[src/rtl/mnacidpro_pkg.sv]
// mnacidpro_pkg: shared types and constants for the mnacidpro purification
// sequencer: state encoding, valve bit positions, pump phase table and the
// per-state open-valve masks.
// Build option: MNACIDPRO_SEQ_FLUSH_EN adds the FLUSH state after COLLECT.
package mnacidpro_pkg;

    localparam int NUM_VALVES = 11;

    // Valve bit positions within valve/flush
    localparam int V_LYSIS     = 0;
    localparam int V_WASH      = 1;
    localparam int V_ELUTE     = 2;
    localparam int V_DEAD_END  = 3;
    localparam int V_VERTICAL  = 4;
    localparam int V_HORIZ     = 5;
    localparam int V_WASTE     = 6;
    localparam int V_BEAD      = 7;
    localparam int V_LOOP_EXIT = 8;
    localparam int V_BEAD_TRAP = 9;
    localparam int V_COLLECT   = 10;

    // Peristaltic pump phases, 1 = closed
    localparam logic [2:0] PUMP_PH0    = 3'b101;
    localparam logic [2:0] PUMP_PH1    = 3'b100;
    localparam logic [2:0] PUMP_PH2    = 3'b110;
    localparam logic [2:0] PUMP_PH3    = 3'b010;
    localparam logic [2:0] PUMP_PH4    = 3'b011;
    localparam logic [2:0] PUMP_PH5    = 3'b001;
    localparam logic [2:0] PUMP_CLOSED = 3'b111;

    // Open-valve masks (1 = open); the valve output is the inverse
    localparam logic [NUM_VALVES-1:0] OPEN_NONE    = '0;
    localparam logic [NUM_VALVES-1:0] OPEN_LOAD    = 11'((1 << V_BEAD) | (1 << V_HORIZ) | (1 << V_DEAD_END));
    localparam logic [NUM_VALVES-1:0] OPEN_LYSE    = 11'((1 << V_LYSIS) | (1 << V_VERTICAL));
    localparam logic [NUM_VALVES-1:0] OPEN_TRAP    = 11'((1 << V_BEAD_TRAP) | (1 << V_LOOP_EXIT) | (1 << V_WASTE));
    localparam logic [NUM_VALVES-1:0] OPEN_WASH    = 11'((1 << V_WASH) | (1 << V_BEAD_TRAP) | (1 << V_WASTE));
    localparam logic [NUM_VALVES-1:0] OPEN_ELUTE   = 11'((1 << V_ELUTE) | (1 << V_BEAD_TRAP) | (1 << V_VERTICAL));
    localparam logic [NUM_VALVES-1:0] OPEN_COLLECT = 11'((1 << V_LOOP_EXIT) | (1 << V_COLLECT));
    localparam logic [NUM_VALVES-1:0] OPEN_ALL     = '1;

    typedef enum logic [2:0] {
        S_IDLE    = 3'd0,
        S_LOAD    = 3'd1,
        S_LYSE    = 3'd2,
        S_TRAP    = 3'd3,
        S_WASH    = 3'd4,
        S_ELUTE   = 3'd5,
`ifdef MNACIDPRO_SEQ_FLUSH_EN
        S_COLLECT = 3'd6,
        S_FLUSH   = 3'd7
`else
        S_COLLECT = 3'd6
`endif
    } state_t;

    function automatic logic [NUM_VALVES-1:0] open_mask(state_t s);
        case (s)
            S_LOAD:    return OPEN_LOAD;
            S_LYSE:    return OPEN_LYSE;
            S_TRAP:    return OPEN_TRAP;
            S_WASH:    return OPEN_WASH;
            S_ELUTE:   return OPEN_ELUTE;
            S_COLLECT: return OPEN_COLLECT;
`ifdef MNACIDPRO_SEQ_FLUSH_EN
            S_FLUSH:   return OPEN_ALL;
`endif
            default:   return OPEN_NONE;
        endcase
    endfunction

    // Protocol order; the last step of a run returns to IDLE
    function automatic state_t next_phase(state_t s);
        case (s)
            S_LOAD:    return S_LYSE;
            S_LYSE:    return S_TRAP;
            S_TRAP:    return S_WASH;
            S_WASH:    return S_ELUTE;
            S_ELUTE:   return S_COLLECT;
`ifdef MNACIDPRO_SEQ_FLUSH_EN
            S_COLLECT: return S_FLUSH;
`endif
            default:   return S_IDLE;
        endcase
    endfunction

    function automatic logic is_pumping(state_t s);
        return (s == S_LYSE) || (s == S_TRAP) || (s == S_ELUTE);
    endfunction

    function automatic logic [2:0] pump_code(logic [2:0] ph);
        case (ph)
            3'd0:    return PUMP_PH0;
            3'd1:    return PUMP_PH1;
            3'd2:    return PUMP_PH2;
            3'd3:    return PUMP_PH3;
            3'd4:    return PUMP_PH4;
            3'd5:    return PUMP_PH5;
            default: return PUMP_CLOSED;
        endcase
    endfunction

    function automatic int max_int(int a, int b);
        return (a > b) ? a : b;
    endfunction

endpackage

[src/rtl/mnacidpro_sequencer_if.sv]
// mnacidpro_sequencer_if: host-side command/status bundle of the sequencer.
// Handshake: start is a request taken only on a clock edge where the
// sequencer is idle and abort is low; abort is a level taken on any edge and
// forces the sequencer back to idle; busy, done, sample_idx, valve, pump,
// flush and state are registered status from the sequencer.
interface mnacidpro_sequencer_if
    import mnacidpro_pkg::*;
#(
    parameter int SIZE = 6
);
    localparam int IDX_W = $clog2(SIZE);

    logic                  start;
    logic                  abort;
    logic                  busy;
    logic                  done;
    logic [IDX_W-1:0]      sample_idx;
    logic [NUM_VALVES-1:0] valve;
    logic [2:0]            pump;
    logic [NUM_VALVES-1:0] flush;
    state_t                state;

    modport master (
        output start, abort,
        input  busy, done, sample_idx, valve, pump, flush, state
    );

    modport slave (
        input  start, abort,
        output busy, done, sample_idx, valve, pump, flush, state
    );

endinterface

[src/rtl/mnacidpro_pump_phaser.sv]
// mnacidpro_pump_phaser: PUMP_DIV prescaler and six-phase peristaltic pump
// sequencer. restart forces phase 0 on the same edge; while en is low the
// pump valves sit closed and the sequence is parked at phase 0.
module mnacidpro_pump_phaser
    import mnacidpro_pkg::*;
#(
    parameter int PUMP_DIV = 4
) (
    input  logic       clk,
    input  logic       rst,
    input  logic       en,
    input  logic       restart,
    output logic [2:0] pump
);
    localparam int DW = (PUMP_DIV > 1) ? $clog2(PUMP_DIV) : 1;

    logic [DW-1:0] div_cnt;
    logic [2:0]    phase;
    logic [2:0]    phase_nxt;

    // Wrap after the sixth phase
    always_comb begin
        phase_nxt = (phase == 3'd5) ? 3'd0 : phase + 3'd1;
    end

    // Divider, phase counter and registered pump output
    always_ff @(posedge clk) begin
        if (rst || !en) begin
            div_cnt <= '0;
            phase   <= 3'd0;
            pump    <= PUMP_CLOSED;
        end else if (restart) begin
            div_cnt <= '0;
            phase   <= 3'd0;
            pump    <= PUMP_PH0;
        end else if (div_cnt == DW'(PUMP_DIV - 1)) begin
            div_cnt <= '0;
            phase   <= phase_nxt;
            pump    <= pump_code(phase_nxt);
        end else begin
            div_cnt <= div_cnt + DW'(1);
        end
    end

endmodule

[src/rtl/mnacidpro_sequencer.sv]
// mnacidpro_sequencer: runs one purification protocol per start request,
// stepping LOAD, LYSE, TRAP, WASH, ELUTE, COLLECT (then FLUSH when built
// with MNACIDPRO_SEQ_FLUSH_EN) for fixed cycle counts, driving the chip
// valves and pump, and advancing the collect channel after each full run.
module mnacidpro_sequencer
    import mnacidpro_pkg::*;
#(
    parameter int SIZE      = 6,
    parameter int T_LOAD    = 64,
    parameter int T_LYSE    = 256,
    parameter int T_TRAP    = 128,
    parameter int T_WASH    = 128,
    parameter int T_ELUTE   = 256,
    parameter int T_COLLECT = 64,
    parameter int T_FLUSH   = 32,
    parameter int PUMP_DIV  = 4
) (
    input  logic clk,
    input  logic rst,
    mnacidpro_sequencer_if.slave bus
);
    localparam int IDX_W = $clog2(SIZE);
    // Timer only needs to hold the longest phase length minus one
    localparam int T_MAX = max_int(max_int(max_int(T_LOAD, T_LYSE), max_int(T_TRAP, T_WASH)),
                                   max_int(max_int(T_ELUTE, T_COLLECT), T_FLUSH));
    localparam int TW    = (T_MAX > 1) ? $clog2(T_MAX) : 1;

    state_t                state;
    state_t                succ;
    logic [TW-1:0]         timer;
    logic [IDX_W-1:0]      idx;
    logic                  busy_q;
    logic                  done_q;
    logic [NUM_VALVES-1:0] valve_q;
    logic                  last_cycle;
    logic                  pump_en;
    logic                  pump_restart;
    logic [2:0]            pump_w;

    function automatic logic [TW-1:0] phase_len(state_t s);
        case (s)
            S_LOAD:    return TW'(T_LOAD - 1);
            S_LYSE:    return TW'(T_LYSE - 1);
            S_TRAP:    return TW'(T_TRAP - 1);
            S_WASH:    return TW'(T_WASH - 1);
            S_ELUTE:   return TW'(T_ELUTE - 1);
            S_COLLECT: return TW'(T_COLLECT - 1);
`ifdef MNACIDPRO_SEQ_FLUSH_EN
            S_FLUSH:   return TW'(T_FLUSH - 1);
`endif
            default:   return '0;
        endcase
    endfunction

    // Pump control tracks the state the FSM is about to be in, so the pump
    // register switches on the same edge as the valve registers
    always_comb begin
        succ         = next_phase(state);
        last_cycle   = (state != S_IDLE) && (timer == '0);
        pump_restart = !bus.abort && last_cycle && is_pumping(succ);
        pump_en      = !bus.abort && (last_cycle ? is_pumping(succ) : is_pumping(state));
    end

`ifdef MNACIDPRO_SEQ_FLUSH_EN
    logic [NUM_VALVES-1:0] flush_q;
`endif

    // Protocol FSM with phase timer, channel counter and registered outputs
    always_ff @(posedge clk) begin
        if (rst) begin
            state   <= S_IDLE;
            timer   <= '0;
            idx     <= '0;
            busy_q  <= 1'b0;
            done_q  <= 1'b0;
            valve_q <= '1;
`ifdef MNACIDPRO_SEQ_FLUSH_EN
            flush_q <= '0;
`endif
        end else begin
            done_q <= 1'b0;
            if (bus.abort) begin
                state   <= S_IDLE;
                timer   <= '0;
                busy_q  <= 1'b0;
                valve_q <= '1;
`ifdef MNACIDPRO_SEQ_FLUSH_EN
                flush_q <= '0;
`endif
            end else if (state == S_IDLE) begin
                if (bus.start) begin
                    state   <= S_LOAD;
                    timer   <= phase_len(S_LOAD);
                    busy_q  <= 1'b1;
                    valve_q <= ~open_mask(S_LOAD);
                end
            end else if (timer != '0) begin
                timer <= timer - TW'(1);
            end else if (succ == S_IDLE) begin
                state   <= S_IDLE;
                busy_q  <= 1'b0;
                done_q  <= 1'b1;
                valve_q <= '1;
`ifdef MNACIDPRO_SEQ_FLUSH_EN
                flush_q <= '0;
`endif
                idx     <= (idx == IDX_W'(SIZE - 1)) ? '0 : idx + IDX_W'(1);
            end else begin
                state   <= succ;
                timer   <= phase_len(succ);
                valve_q <= ~open_mask(succ);
`ifdef MNACIDPRO_SEQ_FLUSH_EN
                flush_q <= (succ == S_FLUSH) ? '1 : '0;
`endif
            end
        end
    end

    mnacidpro_pump_phaser #(
        .PUMP_DIV(PUMP_DIV)
    ) u_pump (
        .clk    (clk),
        .rst    (rst),
        .en     (pump_en),
        .restart(pump_restart),
        .pump   (pump_w)
    );

    assign bus.busy       = busy_q;
    assign bus.done       = done_q;
    assign bus.sample_idx = idx;
    assign bus.valve      = valve_q;
    assign bus.pump       = pump_w;
    assign bus.state      = state;
`ifdef MNACIDPRO_SEQ_FLUSH_EN
    assign bus.flush      = flush_q;
`else
    assign bus.flush      = '0;
`endif

endmodule

[src/flat_wrapper.sv]
// flat-port wrapper written by rule: the top's interface ports become plain ports
module mnacidpro_sequencer_flat import mnacidpro_pkg::*;
#(
    parameter int SIZE      = 6,
    parameter int T_LOAD    = 64,
    parameter int T_LYSE    = 256,
    parameter int T_TRAP    = 128,
    parameter int T_WASH    = 128,
    parameter int T_ELUTE   = 256,
    parameter int T_COLLECT = 64,
    parameter int T_FLUSH   = 32,
    parameter int PUMP_DIV  = 4
)
  (clk, rst, bus_start, bus_abort, bus_busy, bus_done, bus_sample_idx, bus_valve, bus_pump, bus_flush, bus_state);
  mnacidpro_sequencer_if #(.SIZE(SIZE)) bus_i ();
  input  logic clk;
  input  logic rst;
  input wire logic [$bits(bus_i.start)-1:0] bus_start;
  input wire logic [$bits(bus_i.abort)-1:0] bus_abort;
  output wire logic [$bits(bus_i.busy)-1:0] bus_busy;
  output wire logic [$bits(bus_i.done)-1:0] bus_done;
  output wire logic [$bits(bus_i.sample_idx)-1:0] bus_sample_idx;
  output wire logic [$bits(bus_i.valve)-1:0] bus_valve;
  output wire logic [$bits(bus_i.pump)-1:0] bus_pump;
  output wire logic [$bits(bus_i.flush)-1:0] bus_flush;
  output wire logic [$bits(bus_i.state)-1:0] bus_state;
  assign bus_i.start = bus_start;
  assign bus_i.abort = bus_abort;
  assign bus_busy = bus_i.busy;
  assign bus_done = bus_i.done;
  assign bus_sample_idx = bus_i.sample_idx;
  assign bus_valve = bus_i.valve;
  assign bus_pump = bus_i.pump;
  assign bus_flush = bus_i.flush;
  assign bus_state = bus_i.state;
  mnacidpro_sequencer #(.SIZE(SIZE), .T_LOAD(T_LOAD), .T_LYSE(T_LYSE), .T_TRAP(T_TRAP), .T_WASH(T_WASH), .T_ELUTE(T_ELUTE), .T_COLLECT(T_COLLECT), .T_FLUSH(T_FLUSH), .PUMP_DIV(PUMP_DIV)) u_core (.clk(clk), .rst(rst), .bus(bus_i));
endmodule
[config.mk]
export PLATFORM = sky130hd
export DESIGN_NAME = mnacidpro_sequencer_flat
export DESIGN_NICKNAME = d
export VERILOG_FILES = /design/src/rtl/mnacidpro_pkg.sv /design/src/rtl/mnacidpro_sequencer_if.sv /design/src/rtl/mnacidpro_pump_phaser.sv /design/src/rtl/mnacidpro_sequencer.sv /design/src/flat_wrapper.sv
export SDC_FILE = /design/constraint.sdc
export NUM_CORES = 1
export LEC_CHECK = 0
export CORE_ASPECT_RATIO = 1.2
export CORE_MARGIN = 5
export CORE_UTILIZATION = 35
export CTS_CLUSTER_SIZE = 10
export DETAILED_ROUTE_END_ITERATION = 8
export HOLD_SLACK_MARGIN = 0.03
export PLACE_DENSITY = 0.63
export SLEW_MARGIN = 20
export SYNTH_ARGS = -nofsm -noshare
export SYNTH_HDL_FRONTEND = slang
export SYNTH_SLANG_ARGS = --single-unit
[constraint.sdc]
create_clock -name clk -period 2.4 [get_ports clk]
set_input_delay 0.48 -clock clk [delete_from_list [all_inputs] [get_ports clk]]
set_output_delay 0.48 -clock clk [all_outputs]
set_load 0.01 [all_outputs]
==> metrics, run 1 <==
status=completed; initial antenna violation count=0; Slew Limit Fails=0; unrepaired setup endpoints after global routing=no; Final Non-Filler Cells=286; Rows=28; Power Internal=883 uW; commonest non-fill, non-tap cell in the layout=dfxtp_1; DRT iter0 DRCs=86; most frequent cells in the layout=dfxtp_1 (33), nor2_1 (25), clkdlybuf4s50_1 (25); Synth Flop Type=dfxtp_1; Worst-path clk slew=0.07 ns; Ant. Diodes=0; GP Congestion=0.795; worst-path maximum fanout=8; Final Skew=0.00860 ns; deepest clock path buffer count=2; Worst-Margin Slew=0.510 ns; vias per inst=5.08; IO Count=37; final setup fails=0; Post-synth EDFFs=0; GRT Total Usage=11.7%; CP Capture Type=register; Sw Share=26.7%; die span in x=75.4 um; Post-CTS Hold Fix Bufs=0; critical path type=register to register; Routed WL=3.74 mm; dpl cell area=0.00203 mm2; largest net degree at the start of global routing=21; Post-CTS Resized=0; H-tree levels=2; relative slew slack=66.0%; Mean Syn Cell Area=8.84 um2; postcts setup bufs=0; Yosys reg bits=33; crit-path cells=or4_1, nor4b_4, a21oi_2, o211a_1; gr ovfl total=0; minimum hold slack=0.430 ns; Worst Path Arrival=2.26 ns; asr flop ratio synth=0%; met1 usage=13.9%; Initial Util=36.1%; max_cap viols=0; # DRC=0; setup total negative slack=0 ns; CP startpoint kind=register; power per cell area=565 mW/mm2; Worst Path Required=2.58 ns; design area=0.00213 mm2; register area share after synthesis=36.8%; Clock Sinks=33; CTS Buf Count=5; via count of the first global-routing pass=1302; fmax=482 MHz; ANT nets after route=0; VDD IR max=0.234 mV; slowest CP cell=or4_1; Layout area overhead=18.7%; LEAKAGE=0.000802 uW; core region area=0.00497 mm2; Clk pwr share=37.8%; cell area after synthesis=0.00180 mm2; clk_lat worst skew=0.28 ns; Synth Instances=203; Post-DP HPWL=2.81 mm; Final period util=86.5%; GR Layer Usage met3=3.41%; Die Footprint=0.00667 mm2; Comb pwr share=14.3%; port bufs=25; Root Buffer=clkbuf_8; Yosys warning total=0; met2 Usage GRT=19.3%; DRT Pass-1 Iters=5; CP max stage delay=0.81 ns; R2R setup slack=0.32 ns; Tightest Hold Check Type=register to register; fin nets=232; switching pwr=321 uW; vias=1453; Netlist cell types=51; Sequential Power Share=47.9%; first-pass GRT wire length=5.93 mm; GRT Max-Usage Layer=met2; share of layout cells above drive strength 1=9.29%; final hold violations=0; Cells after DPL=278; fin crit period=2.08 ns; CTS tree=built; Die H=88.5 um; Wirelength per Cell=13.1 um
[worst max-delay path, delay by kind of cell, from the launching register on]
family	cells	cell delay [ns]
flops	1	0.37
compound gates	2	0.40
simple gates	2	1.21
[metal layers]
metal | share of wire, % | routed length (um)
met2 | 50 | 1880
met4 | 1.6 | 59
met3 | 5.1 | 192
met5 | 0 | 0
met1 | 43 | 1610
[area by class of cell]
| cell class | count | area (um2) |
|---|---|---|
| clock buffers | 7 | 96.3 |
| clock inverters | 1 | 5.00 |
| fillers | 515 | 2840 |
| inverters | 3 | 11.3 |
| multi-input cells | 154 | 1010 |
| flip-flops and latches | 33 | 661 |
| well taps | 60 | 75.1 |
| repair buffers | 28 | 273 |
[sequential cells by signal (all words and copies together) (netlist names)]
name                   cells
u_core.bus.valve           9
u_core.timer               8
u_core.bus.sample_idx      3
u_core.bus.state           3
u_core.u_pump.phase        3
u_core.u_pump.pump         3
u_core.u_pump.div_cnt      2
u_core.bus.busy            1
u_core.bus.done            1
[cell families after synthesis]
group                    after synthesis  share of synthesized area, %
multiplexers                          10                          5.64
XOR/XNOR                               3                          1.46
adder cells (fa/ha/maj)                3                          2.09
AO/OA/AOI/OAI                         49                          19.5
AND/OR/NAND/NOR                       78                          25.2
flip-flops                            33                          36.8
buffers and inverters                 26                          9.06
other                                  1                         0.209
[power by group through the flow]
stage | combinational, uW | clock (uW) | sequential, uW
detailed placement | 173 | 0 | 588
CTS | 173 | 473 | 576
global route | 187 | 492 | 578
global placement | 171 | 0 | 589
finish | 172 | 456 | 576
floorplan | 150 | 0 | 584
[cells in the mapped netlist, types with 2 or more instances]
cell	count	area share, %
xnor2_1	3	1.5
nand2b_1	6	2.1
buf_4	13	5.4
nor3_1	7	2.0
o211a_1	2	1.1
a21oi_1	10	2.8
o31a_1	2	0.98
mux2i_1	9	5.0
nor2_1	25	5.2
nand3_1	2	0.56
and3_1	3	1.0
o211ai_1	3	1.3
o21a_1	6	2.5
and2_1	3	1.0
a31oi_1	5	1.7
buf_6	2	1.3
o21ai_0	9	2.5
or3_1	3	1.0
nor3b_1	3	1.3
nor2b_1	5	1.7
inv_1	3	0.63
nand2_1	10	2.1
ha_1	3	2.1
clkbuf_1	7	1.5
dfxtp_1	33	37
[through the flow]
step | power, uW | util [%] | setup WS, ns
5_1_grt | 1260 | 42.8 | 0.229
3_5_place_dp | 761 | 40.8 | 0.350
2_1_floorplan | 735 | - | 0.524
3_3_place_gp | 760 | 40.8 | 0.366
6_report | 1200 | 42.8 | 0.325
4_1_cts | 1220 | 42.8 | 0.336
[path summary, 6_finish.rpt]
check | from | endpoint | cells after the start
worst max-delay path | u_core.timer[2] | u_core.timer[4] | 4
worst min-delay path | u_core.u_pump.div_cnt[0] | u_core.u_pump.div_cnt[0] | 1
worst max register to register | u_core.timer[2] | u_core.timer[4] | 4
worst min register to register | u_core.u_pump.div_cnt[0] | u_core.u_pump.div_cnt[0] | 1
No activity file was read; power rests on OpenSTA's default activity.
==> inputs of run 2 (changes only) <==
Settings changed: CAP_MARGIN set to 20.
==> results of run 2 <==
Final layout, timing and power as in run 1 (identical DEF).
==> inputs of run 3 (changes only) <==
Settings changed: REMOVE_ABC_BUFFERS set to 1.
==> run 3 against run 2 <==
Critical path depth fell by 3. Flip-flop and latch count did not move. Non-clock buffer count rose by 1. Routed wire length rose by 4.7%. Critical path type is now register to output pin. Combinational power rose by 6%. Power rose by 4.3%. Die area did not move. Highest routed layer unchanged. Clock skew barely moved. Global-route usage rose by 1.1 points. Final cell count did not move. First-iteration DRC count rose by 10%.
==> metrics, run 3 (synthesis gave the netlist of run 1 again) <==
vias=1472; Worst-path clk slew=0.07 ns; Final period util=88.8%; Layout area overhead=19.2%; share of layout cells above drive strength 1=9.29%; Fill cells=508; ANT nets after route=0; Top delay family on crit path=flip-flops; clk_lat worst skew=0.29 ns; CTS tree=built; CP startpoint kind=register; Routed WL=3.92 mm; critical path type=register to output pin; fin crit period=2.13 ns; R2R setup slack=0.33 ns; Post-CTS Resized=0; hold wc startpoint=u_core.u_pump.div_cnt[0]; vias per inst=5.15; Root Buffer=clkbuf_8; dpl cell area=0.00204 mm2; max FFs per register=9; H-tree levels=2; via count of the first global-routing pass=1420; largest net degree at the start of global routing=21; gr ovfl total=0; Hold Path Stages=1; commonest non-fill, non-tap cell in the layout=dfxtp_1; postcts setup bufs=0; most frequent cells in the layout=dfxtp_1 (33), nor2_1 (25), clkdlybuf4s50_1 (25); Post-CTS Hold Fix Bufs=0; max_cap viols=0; slowest CP cell=dfxtp_1; die span in x=75.4 um; crit-path cells=clkdlybuf4s50_1; DRT Pass-1 Iters=4; Final Skew=0.00843 ns; Tightest Hold Check Type=register to register; R2R depth=4; Initial Util=36.1%; power per cell area=587 mW/mm2; first-pass GRT wire length=6.58 mm; relative slew slack=59.4%; initial antenna violation count=0; port bufs=25; Slew Limit Fails=0; CP bufs+invs=1; final hold violations=0; CTS Buf Count=5; Post-DP HPWL=2.81 mm; IO Count=37; Wirelength per Cell=13.7 um; final setup fails=0; design area=0.00214 mm2; Rows=28; core region area=0.00497 mm2; VDD IR max=0.229 mV; status=completed; Reg-to-Reg End=u_core.timer[4]; deepest clock path buffer count=2; fmax=469 MHz; fin nets=233; Clock Sinks=33; GP Congestion=0.829; Die Footprint=0.00667 mm2; Die H=88.5 um; CP max stage delay=0.71 ns; GRT Total Usage=12.8%; DRT iter0 DRCs=95; Hold EP=u_core.u_pump.div_cnt[0]; # DRC=0; LEAKAGE=0.000806 uW; Ant. Diodes=0; CP Capture Type=output pin; setup total negative slack=0 ns; Worst Path Arrival=1.65 ns; unrepaired setup endpoints after global routing=no; Worst-Margin Slew=0.608 ns; worst r2r src=u_core.timer[2]; worst-path maximum fanout=18; Worst Path Required=1.92 ns
[run 3: how the worst max path moves through the flow]
stage / from / to / slack (ns) / cells after the start
global route: u_core.bus.state[2] / bus_state[2] / 0.19 / 1
finish: u_core.bus.state[2] / bus_state[2] / 0.27 / 1
global placement: u_core.timer[2] / u_core.timer[4] / 0.40 / 4
floorplan: u_core.timer[2] / u_core.timer[4] / 0.48 / 4
detailed placement: u_core.timer[2] / u_core.timer[4] / 0.36 / 4
CTS: u_core.bus.state[2] / bus_state[2] / 0.29 / 1
[run 3: area by class of cell]
type,count,area (um2),share of cell area [%]
clock buffer,5,68.8,3.21
clock inverter,2,35.0,1.64
inverter,3,11.3,0.526
multi-input combinational,154,1010,47.2
sequential,33,661,30.9
tap,60,75.1,3.51
timing repair buffer,29,280,13.1
[run 3: report_power, final]
group          total [uW]  switching, uW  internal (uW)
logic                 182            113           68.9
clock network         500            199            301
registers             574           14.4            559
[run 3: per-stage QoR]
stage | cells | util (%) | power, uW | hold slack (ns) | setup WS (ns)
floorplan | 190 | - | 708 | 0.404 | 0.479
global placement | 279 | 40.9 | 765 | 0.414 | 0.395
detailed placement | 279 | 40.9 | 767 | 0.417 | 0.361
CTS | 286 | 43.0 | 1270 | 0.428 | 0.287
global route | 286 | 43.0 | 1310 | 0.456 | 0.191
finish | 286 | 43.0 | 1260 | 0.425 | 0.269
[run 3: layer usage]
layer | up-vias | wire, um | track usage (%)
met5 | - | 0 | 0
met4 | 0 | 89 | 6.36
met3 | 10 | 239 | 3.64
met2 | 38 | 1830 | 20.2
met1 | 682 | 1760 | 15.8
li1 | 742 | - | -
